--- config.mk ---
export PLATFORM = sky130hd
export DESIGN_NAME = muldiv_unit_flat
export DESIGN_NICKNAME = d
export VERILOG_FILES = /design/src/rtl/muldiv_unit_if.sv /design/src/rtl/muldiv_unit.sv /design/src/flat_wrapper.sv
export SDC_FILE = /design/constraint.sdc
export NUM_CORES = 1
export LEC_CHECK = 0
export ABC_AREA = 1
export CORE_MARGIN = 8
export CORE_UTILIZATION = 25
export DETAILED_ROUTE_END_ITERATION = 8
export PLACE_DENSITY = 0.41
export SYNTH_ARGS = -nofsm -noshare
export SYNTH_HDL_FRONTEND = slang
export SYNTH_SLANG_ARGS = --single-unit
export TNS_END_PERCENT = 10
--- constraint.sdc ---
create_clock -name clk -period 7.82 [get_ports clk]
set_clock_uncertainty 0.05 [all_clocks]
set_input_delay 1.955 -clock clk [delete_from_list [all_inputs] [get_ports clk]]
set_output_delay 1.955 -clock clk [all_outputs]
set_load 0.05 [all_outputs]
--- src/rtl/muldiv_unit_if.sv ---
// Handshake bundle between the execute stage and the iterative mul/div unit.
interface muldiv_unit_if #(
  parameter int WIDTH = 32
);
  logic             in_valid;
  logic             in_ready;
  logic [2:0]       funct3;
  logic [WIDTH-1:0] a;
  logic [WIDTH-1:0] b;
  logic             flush;
  logic             out_valid;
  logic             out_ready;
  logic [WIDTH-1:0] result;

  // pipeline side: issues ops, consumes results
  modport master (
    output in_valid, funct3, a, b, flush, out_ready,
    input  in_ready, out_valid, result
  );

  // unit side
  modport slave (
    input  in_valid, funct3, a, b, flush, out_ready,
    output in_ready, out_valid, result
  );
endinterface

--- src/rtl/muldiv_unit.sv ---
// Iterative RV32M multiply/divide unit. One radix-2 shift datapath is shared by
// both operations: a 2*WIDTH accumulator holds {hi, lo} where multiply
// shift-adds into hi while consuming the multiplier from lo, and divide shifts
// the dividend out of lo into hi (remainder) while shifting quotient bits in.
module muldiv_unit #(
  parameter  int WIDTH = 32,
  localparam int CNT_W = $clog2(WIDTH) + 1
) (
  input  logic         clk,
  input  logic         rst_n,
  muldiv_unit_if.slave io
);

  typedef enum logic [1:0] {S_IDLE, S_CALC, S_FIXUP, S_DONE} state_e;

  localparam logic [WIDTH-1:0] MIN_NEG = {1'b1, {(WIDTH-1){1'b0}}};

  state_e             state_q, state_d;
  logic [CNT_W-1:0]   cnt_q, cnt_d;
  logic [2:0]         op_q, op_d;
  logic               sign_a_q, sign_a_d;
  logic               sign_b_q, sign_b_d;
  logic [WIDTH-1:0]   opnd_q, opnd_d;     // multiplicand |a| or divisor |b|
  logic [2*WIDTH-1:0] acc_q, acc_d;       // {hi, lo} shift register
  logic [WIDTH-1:0]   result_q, result_d;

  // ---- accept-time operand decode ----
  logic             accept, in_is_div;
  logic             a_signed, b_signed, neg_a, neg_b;
  logic [WIDTH-1:0] abs_a, abs_b;
  logic             div_zero, div_ovf;

  // Sign handling and special-case detection on the incoming request
  always_comb begin
    accept    = io.in_valid && !io.flush;
    in_is_div = io.funct3[2];
    a_signed  = (io.funct3 == 3'b001) || (io.funct3 == 3'b010) ||
                (io.funct3 == 3'b100) || (io.funct3 == 3'b110);
    b_signed  = (io.funct3 == 3'b001) || (io.funct3 == 3'b100) ||
                (io.funct3 == 3'b110);
    neg_a     = a_signed && io.a[WIDTH-1];
    neg_b     = b_signed && io.b[WIDTH-1];
    abs_a     = neg_a ? -io.a : io.a;
    abs_b     = neg_b ? -io.b : io.b;
    div_zero  = in_is_div && (io.b == '0);
    // signed DIV/REM overflow: min-neg / -1
    div_ovf   = in_is_div && !io.funct3[0] && (io.a == MIN_NEG) && (io.b == '1);
  end

  // ---- one iteration of the shared shift datapath ----
  logic [WIDTH:0]     mul_sum;
  logic [2*WIDTH-1:0] mul_next;
  logic [WIDTH:0]     div_shift, div_diff;
  logic               div_ge;
  logic [2*WIDTH-1:0] div_next;

  // Multiply: conditional add of multiplicand into hi, then shift right.
  // Divide: restoring step, shift left and subtract if it fits.
  always_comb begin
    mul_sum   = {1'b0, acc_q[2*WIDTH-1:WIDTH]} + (acc_q[0] ? {1'b0, opnd_q} : '0);
    mul_next  = {mul_sum, acc_q[WIDTH-1:1]};
    div_shift = {acc_q[2*WIDTH-1:WIDTH], acc_q[WIDTH-1]};
    div_diff  = div_shift - {1'b0, opnd_q};
    // remainder < divisor bounds the difference below 2^WIDTH when
    // non-negative, so the top bit is a clean borrow flag
    div_ge    = !div_diff[WIDTH];
    div_next  = {(div_ge ? div_diff[WIDTH-1:0] : div_shift[WIDTH-1:0]),
                 acc_q[WIDTH-2:0], div_ge};
  end

  // ---- sign fixup and result select ----
  logic [2*WIDTH-1:0] prod_fix;
  logic [WIDTH-1:0]   quo_fix, rem_fix, fix_res;

  // Sign flags are only ever set for signed operands, so unsigned ops pass through
  always_comb begin
    prod_fix = (sign_a_q ^ sign_b_q) ? -acc_q : acc_q;
    quo_fix  = (sign_a_q ^ sign_b_q) ? -acc_q[WIDTH-1:0] : acc_q[WIDTH-1:0];
    rem_fix  = sign_a_q ? -acc_q[2*WIDTH-1:WIDTH] : acc_q[2*WIDTH-1:WIDTH];
    case (op_q)
      3'b000:                 fix_res = prod_fix[WIDTH-1:0];
      3'b001, 3'b010, 3'b011: fix_res = prod_fix[2*WIDTH-1:WIDTH];
      3'b100, 3'b101:         fix_res = quo_fix;
      default:                fix_res = rem_fix;
    endcase
  end

  // Next-state and datapath update
  always_comb begin
    state_d  = state_q;
    cnt_d    = cnt_q;
    op_d     = op_q;
    sign_a_d = sign_a_q;
    sign_b_d = sign_b_q;
    opnd_d   = opnd_q;
    acc_d    = acc_q;
    result_d = result_q;
    case (state_q)
      S_IDLE: begin
        if (accept) begin
          op_d     = io.funct3;
          sign_a_d = neg_a;
          sign_b_d = neg_b;
          if (div_zero) begin
            result_d = io.funct3[1] ? io.a : '1;
            state_d  = S_DONE;
          end else if (div_ovf) begin
            result_d = io.funct3[1] ? '0 : io.a;
            state_d  = S_DONE;
          end else begin
            cnt_d   = CNT_W'(WIDTH);
            state_d = S_CALC;
            if (in_is_div) begin
              opnd_d = abs_b;
              acc_d  = {{WIDTH{1'b0}}, abs_a};
            end else begin
              opnd_d = abs_a;
              acc_d  = {{WIDTH{1'b0}}, abs_b};
            end
          end
        end
      end
      S_CALC: begin
        acc_d = op_q[2] ? div_next : mul_next;
        cnt_d = cnt_q - CNT_W'(1);
        if (cnt_q == CNT_W'(1)) state_d = S_FIXUP;
      end
      S_FIXUP: begin
        result_d = fix_res;
        state_d  = S_DONE;
      end
      S_DONE: begin
        if (io.out_ready) state_d = S_IDLE;
      end
      default: state_d = S_IDLE;
    endcase
    // flush wins over everything and leaves the last result visible
    if (io.flush) begin
      state_d  = S_IDLE;
      cnt_d    = '0;
      result_d = result_q;
    end
  end

  // State and datapath registers
  always_ff @(posedge clk or negedge rst_n) begin
    if (!rst_n) begin
      state_q  <= S_IDLE;
      cnt_q    <= '0;
      op_q     <= '0;
      sign_a_q <= 1'b0;
      sign_b_q <= 1'b0;
      opnd_q   <= '0;
      acc_q    <= '0;
      result_q <= '0;
    end else begin
      state_q  <= state_d;
      cnt_q    <= cnt_d;
      op_q     <= op_d;
      sign_a_q <= sign_a_d;
      sign_b_q <= sign_b_d;
      opnd_q   <= opnd_d;
      acc_q    <= acc_d;
      result_q <= result_d;
    end
  end

  assign io.in_ready  = (state_q == S_IDLE);
  assign io.out_valid = (state_q == S_DONE);
  assign io.result    = result_q;

endmodule

--- src/flat_wrapper.sv ---
// flat-port wrapper written by rule: the top's interface ports become plain ports
module muldiv_unit_flat 
#(
  parameter  int WIDTH = 32,
  localparam int CNT_W = $clog2(WIDTH) + 1
)
  (clk, rst_n, io_in_valid, io_funct3, io_a, io_b, io_flush, io_out_ready, io_in_ready, io_out_valid, io_result);
  muldiv_unit_if #(.WIDTH(WIDTH)) io_i ();
  input  logic clk;
  input  logic rst_n;
  input wire logic [$bits(io_i.in_valid)-1:0] io_in_valid;
  input wire logic [$bits(io_i.funct3)-1:0] io_funct3;
  input wire logic [$bits(io_i.a)-1:0] io_a;
  input wire logic [$bits(io_i.b)-1:0] io_b;
  input wire logic [$bits(io_i.flush)-1:0] io_flush;
  input wire logic [$bits(io_i.out_ready)-1:0] io_out_ready;
  output wire logic [$bits(io_i.in_ready)-1:0] io_in_ready;
  output wire logic [$bits(io_i.out_valid)-1:0] io_out_valid;
  output wire logic [$bits(io_i.result)-1:0] io_result;
  assign io_i.in_valid = io_in_valid;
  assign io_i.funct3 = io_funct3;
  assign io_i.a = io_a;
  assign io_i.b = io_b;
  assign io_i.flush = io_flush;
  assign io_i.out_ready = io_out_ready;
  assign io_in_ready = io_i.in_ready;
  assign io_out_valid = io_i.out_valid;
  assign io_result = io_i.result;
  muldiv_unit #(.WIDTH(WIDTH)) u_core (.clk(clk), .rst_n(rst_n), .io(io_i));
endmodule
==> results_dict.tcl <==
set metrics [dict create \
    worstHoldStart "u_core.io.result[18]" \
    required_ps 8120 \
    max_freq_mhz 220 \
    reg2reg_depth 18 \
    cts_num_sinks 141 \
    via_per_inst 5.00 \
    area_delta_synth_final_pct 13.8 \
    cts_resized 0 \
    antenna_found_initial 1 \
    cap_violations 0 \
    insertion_delay_ps 510 \
    fin_crit_ps 4550 \
    cpPeakStageDelay_ps 700 \
    startpoint_type "input pin" \
    dpl.hpwl_mm 76.6 \
    path_cells "clkdlybuf4s50_1 -> inv_2 -> nand3_1 -> nand3_1 -> buf_4 -> inv_2 -> nand2_1 -> xor2_1 -> a21oi_1 -> o21ai_0 -> o21ai_1" \
    finalSetupViolCount 0 \
    coreArea_um2 74100 \
    fillers 8634 \
    cts_tree "yes" \
    worst_slack_ps 3270 \
    dp_cells 4379 \
    port_buffers 105 \
    ant_nets 0 \
    final_cells 4412 \
    drt_iter0_drc 2032 \
    cp_slowest_cell "inv_2" \
    drc 0 \
    routed-via-count 22100 \
    post-route-period-util_pct 58.2 \
    numCtsBuffers 17 \
    start_util_pct 25.1 \
    whs_endpoint "u_core.io.result[18]" \
    dieArea_um2 83500 \
    p_per_area_nw_per_um2 399 \
    cts.path.max_buffers 2 \
    p_leak_nw 10.5 \
    placementRows 100 \
    crit_type "input pin to flop" \
    timing.rr.end "u_core.acc_q[63]" \
    fp.dieW_um 289 \
    async_flop_share_pct 100 \
    dp_slack_ps 2760 \
    arrival_ps 4850 \
    fin_hold_ws_ps 431 \
    crit_buf_inv 4 \
    cp_num_cells 11 \
    final-max-slew-violation-count 0 \
    synth_top_flop_cell "dfrtp_1" \
    synth_cell_types 51 \
    crit_fanout 65 \
    grt_pass1_vias 20600 \
    grt_overflow 0 \
    die_h_um 289 \
    synth.cell_area_um2 18600 \
    fin_tns_setup_ps 0 \
    ctsHoldBuffers 0 \
    synth_edf_count 0 \
    status "complete, no violations" \
    holdPathStages 2 \
    htree_num_levels 4 \
    drt_pass1_iterations 9 \
    gp_congestion 0.923 \
    grt_pass1_wl_mm 138 \
    synth_nets 3542 \
    root_buffer "clkbuf_16" \
    hold_violations 0 \
    ys_seq_area_share_pct 18.9 \
    crit_family "buffers and inverters" \
    ys_seq_elements 141 \
    grt_start_max_net_pins 77 \
    wire_per_inst_um 21.6 \
    track_usage_pct 22.3 \
    peakVddDrop_uv 204 \
    clk_pin_slew_ps 70 \
    pin_count 106 \
    r2r-start "u_core.acc_q[31]" \
    wl_mm 95.1 \
    tightest_slew_ps 935 \
    layout-drive-gt1-share_pct 4.62 \
    reg2reg_slack_ps 4010 \
    final_area_um2 21200 \
    end_kind "flop" \
    hp-class "flop to flop" \
    synth_warnings 0 \
    fin_nets 3578 \
    syn_inst 3393 \
    slew_headroom_pct 37.0 \
    cts_setup_buffers 0 \
    syn_area_per_cell_um2 5.49 \
    rsz0062_at_grt "false" \
    dpl-instance-area_um2 20600 \
]
-- layer usage --
metal | track usage, % | routed length, um | vias to the layer above | share of wire, %
li1 | - | - | 11000 | -
met1 | 31.1 | 44800 | 10300 | 47
met2 | 35.8 | 42800 | 713 | 45
met3 | 2.73 | 4900 | 104 | 5.2
met4 | 6.34 | 2560 | 0 | 2.7
met5 | 0 | 0 | - | 0
-- cell usage in the layout, fill, tap and decap left out, types with 13 or more instances in the layout --
master / Yosys / layout
nor2_2: 12 / 13
dfrtp_1: 141 / 139
inv_1: 394 / 394
a21oi_1: 174 / 173
o21ai_1: 60 / 60
a21oi_2: 27 / 28
nand3b_1: 15 / 15
xor2_1: 47 / 47
nand2_1: 1168 / 1168
o21ai_0: 170 / 170
nand4_1: 42 / 42
inv_2: 19 / 20
ha_1: 75 / 75
clkbuf_16: 0 / 17
o211ai_1: 26 / 26
xnor2_1: 17 / 17
buf_4: 13 / 32
nor3_1: 41 / 41
nor2_1: 411 / 410
nand3_1: 340 / 340
clkdlybuf4s50_1: 0 / 103
-- metrics by stage --
stage / utilization (%) / total power (W)
floorplan: - / 0.00531
global placement: 27.8 / 0.00745
detailed placement: 27.8 / 0.00739
CTS: 28.6 / 0.00836
global route: 28.6 / 0.00909
finish: 28.6 / 0.00845
-- cell usage after synthesis, types with 3 or more instances --
cell type	n	area (um^2)
nand2_1	1168	4380
nor2_1	411	1540
inv_1	394	1480
nand3_1	340	1700
a21oi_1	174	871
o21ai_0	170	851
dfrtp_1	141	3530
ha_1	75	938
clkbuf_1	67	251
o21ai_1	60	300
xor2_1	47	412
nand4_1	42	263
nor3_1	41	205
a21oi_2	27	236
o211ai_1	26	195
buf_2	23	115
inv_2	19	71.3
xnor2_1	17	149
nand3b_1	15	113
buf_4	13	97.6
nor2_2	12	75.1
a31oi_1	10	62.6
buf_1	10	37.5
o21bai_1	10	75.1
or2_2	10	62.6
and2_1	8	50.1
buf_6	7	78.8
nand2_2	6	37.5
o31ai_1	6	45.0
nor4_1	4	25.0
a21o_1	3	22.5
a22oi_1	3	22.5
nand2_4	3	33.8
nand3_2	3	30.0
nor2_4	3	33.8
-- how the worst max path moves through the flow --
stage	start	endpoint	slack (ps)
global placement	io_funct3[1]	u_core.opnd_q[21]	2740
CTS	io_funct3[1]	u_core.opnd_q[21]	3290
detailed placement	io_funct3[1]	u_core.opnd_q[21]	2760
finish	io_funct3[1]	u_core.opnd_q[21]	3270
global route	io_funct3[1]	u_core.opnd_q[21]	3030
floorplan	io_a[1]	u_core.opnd_q[20]	4280
-- cell families after synthesis --
logic type	count (synthesis)	synth area share [%]
AOI/OAI and AO/OA	499	14.8
xor gates and xnor gates	65	3.10
adders and majority gates	77	5.25
buffers and inverters	535	11.5
DFF	141	18.9
muxes	1	0.0537
and+or+nand+nor	2075	46.3
-- flip-flops by register name, summed over array words and instances, names as in the netlist --
| signal | cells |
|---|---|
| u_core.opnd_q | 32 |
| u_core.sign_b_q | 1 |
| u_core.sign_a_q | 1 |
| u_core.state_q | 2 |
| u_core.io.result | 32 |
| u_core.op_q | 3 |
| u_core.acc_q | 64 |
| u_core.cnt_q | 6 |
-- final cells by class --
type | instances | area, um^2 | share of cell area [%]
multi-input combinational | 2717 | 13000 | 61.2
sequential | 141 | 3530 | 16.7
inverter | 415 | 1560 | 7.35
timing repair buffer | 137 | 1290 | 6.08
tap | 969 | 1210 | 5.72
clock buffer | 17 | 425 | 2.01
clock inverter | 14 | 191 | 0.904
antenna | 2 | 5.00 | 0.0236
-- power breakdown --
| part | internal, W | switching, W |
|---|---|---|
| clock | 0.000532 | 0.000393 |
| combinational | 0.00171 | 0.00422 |
| sequential | 0.00102 | 0.000580 |
-- worst register-to-register path: stages, from the launching register on --
cell,delay (ps)
dfrtp_1,650
inv_1,120
ha_1,260
fa_1,420
inv_1,70
nand3_1,60
nand2_1,180
nand2_1,70
nand2_1,160
nand2_1,90
nand2_2,90
nand2_2,80
nand2_2,70
nand2_1,110
nand2_2,630
nand3_1,360
nand3_1,180
nand2_1,70
nand2_1,50
Note: power is estimated with default switching activity, not from simulation.
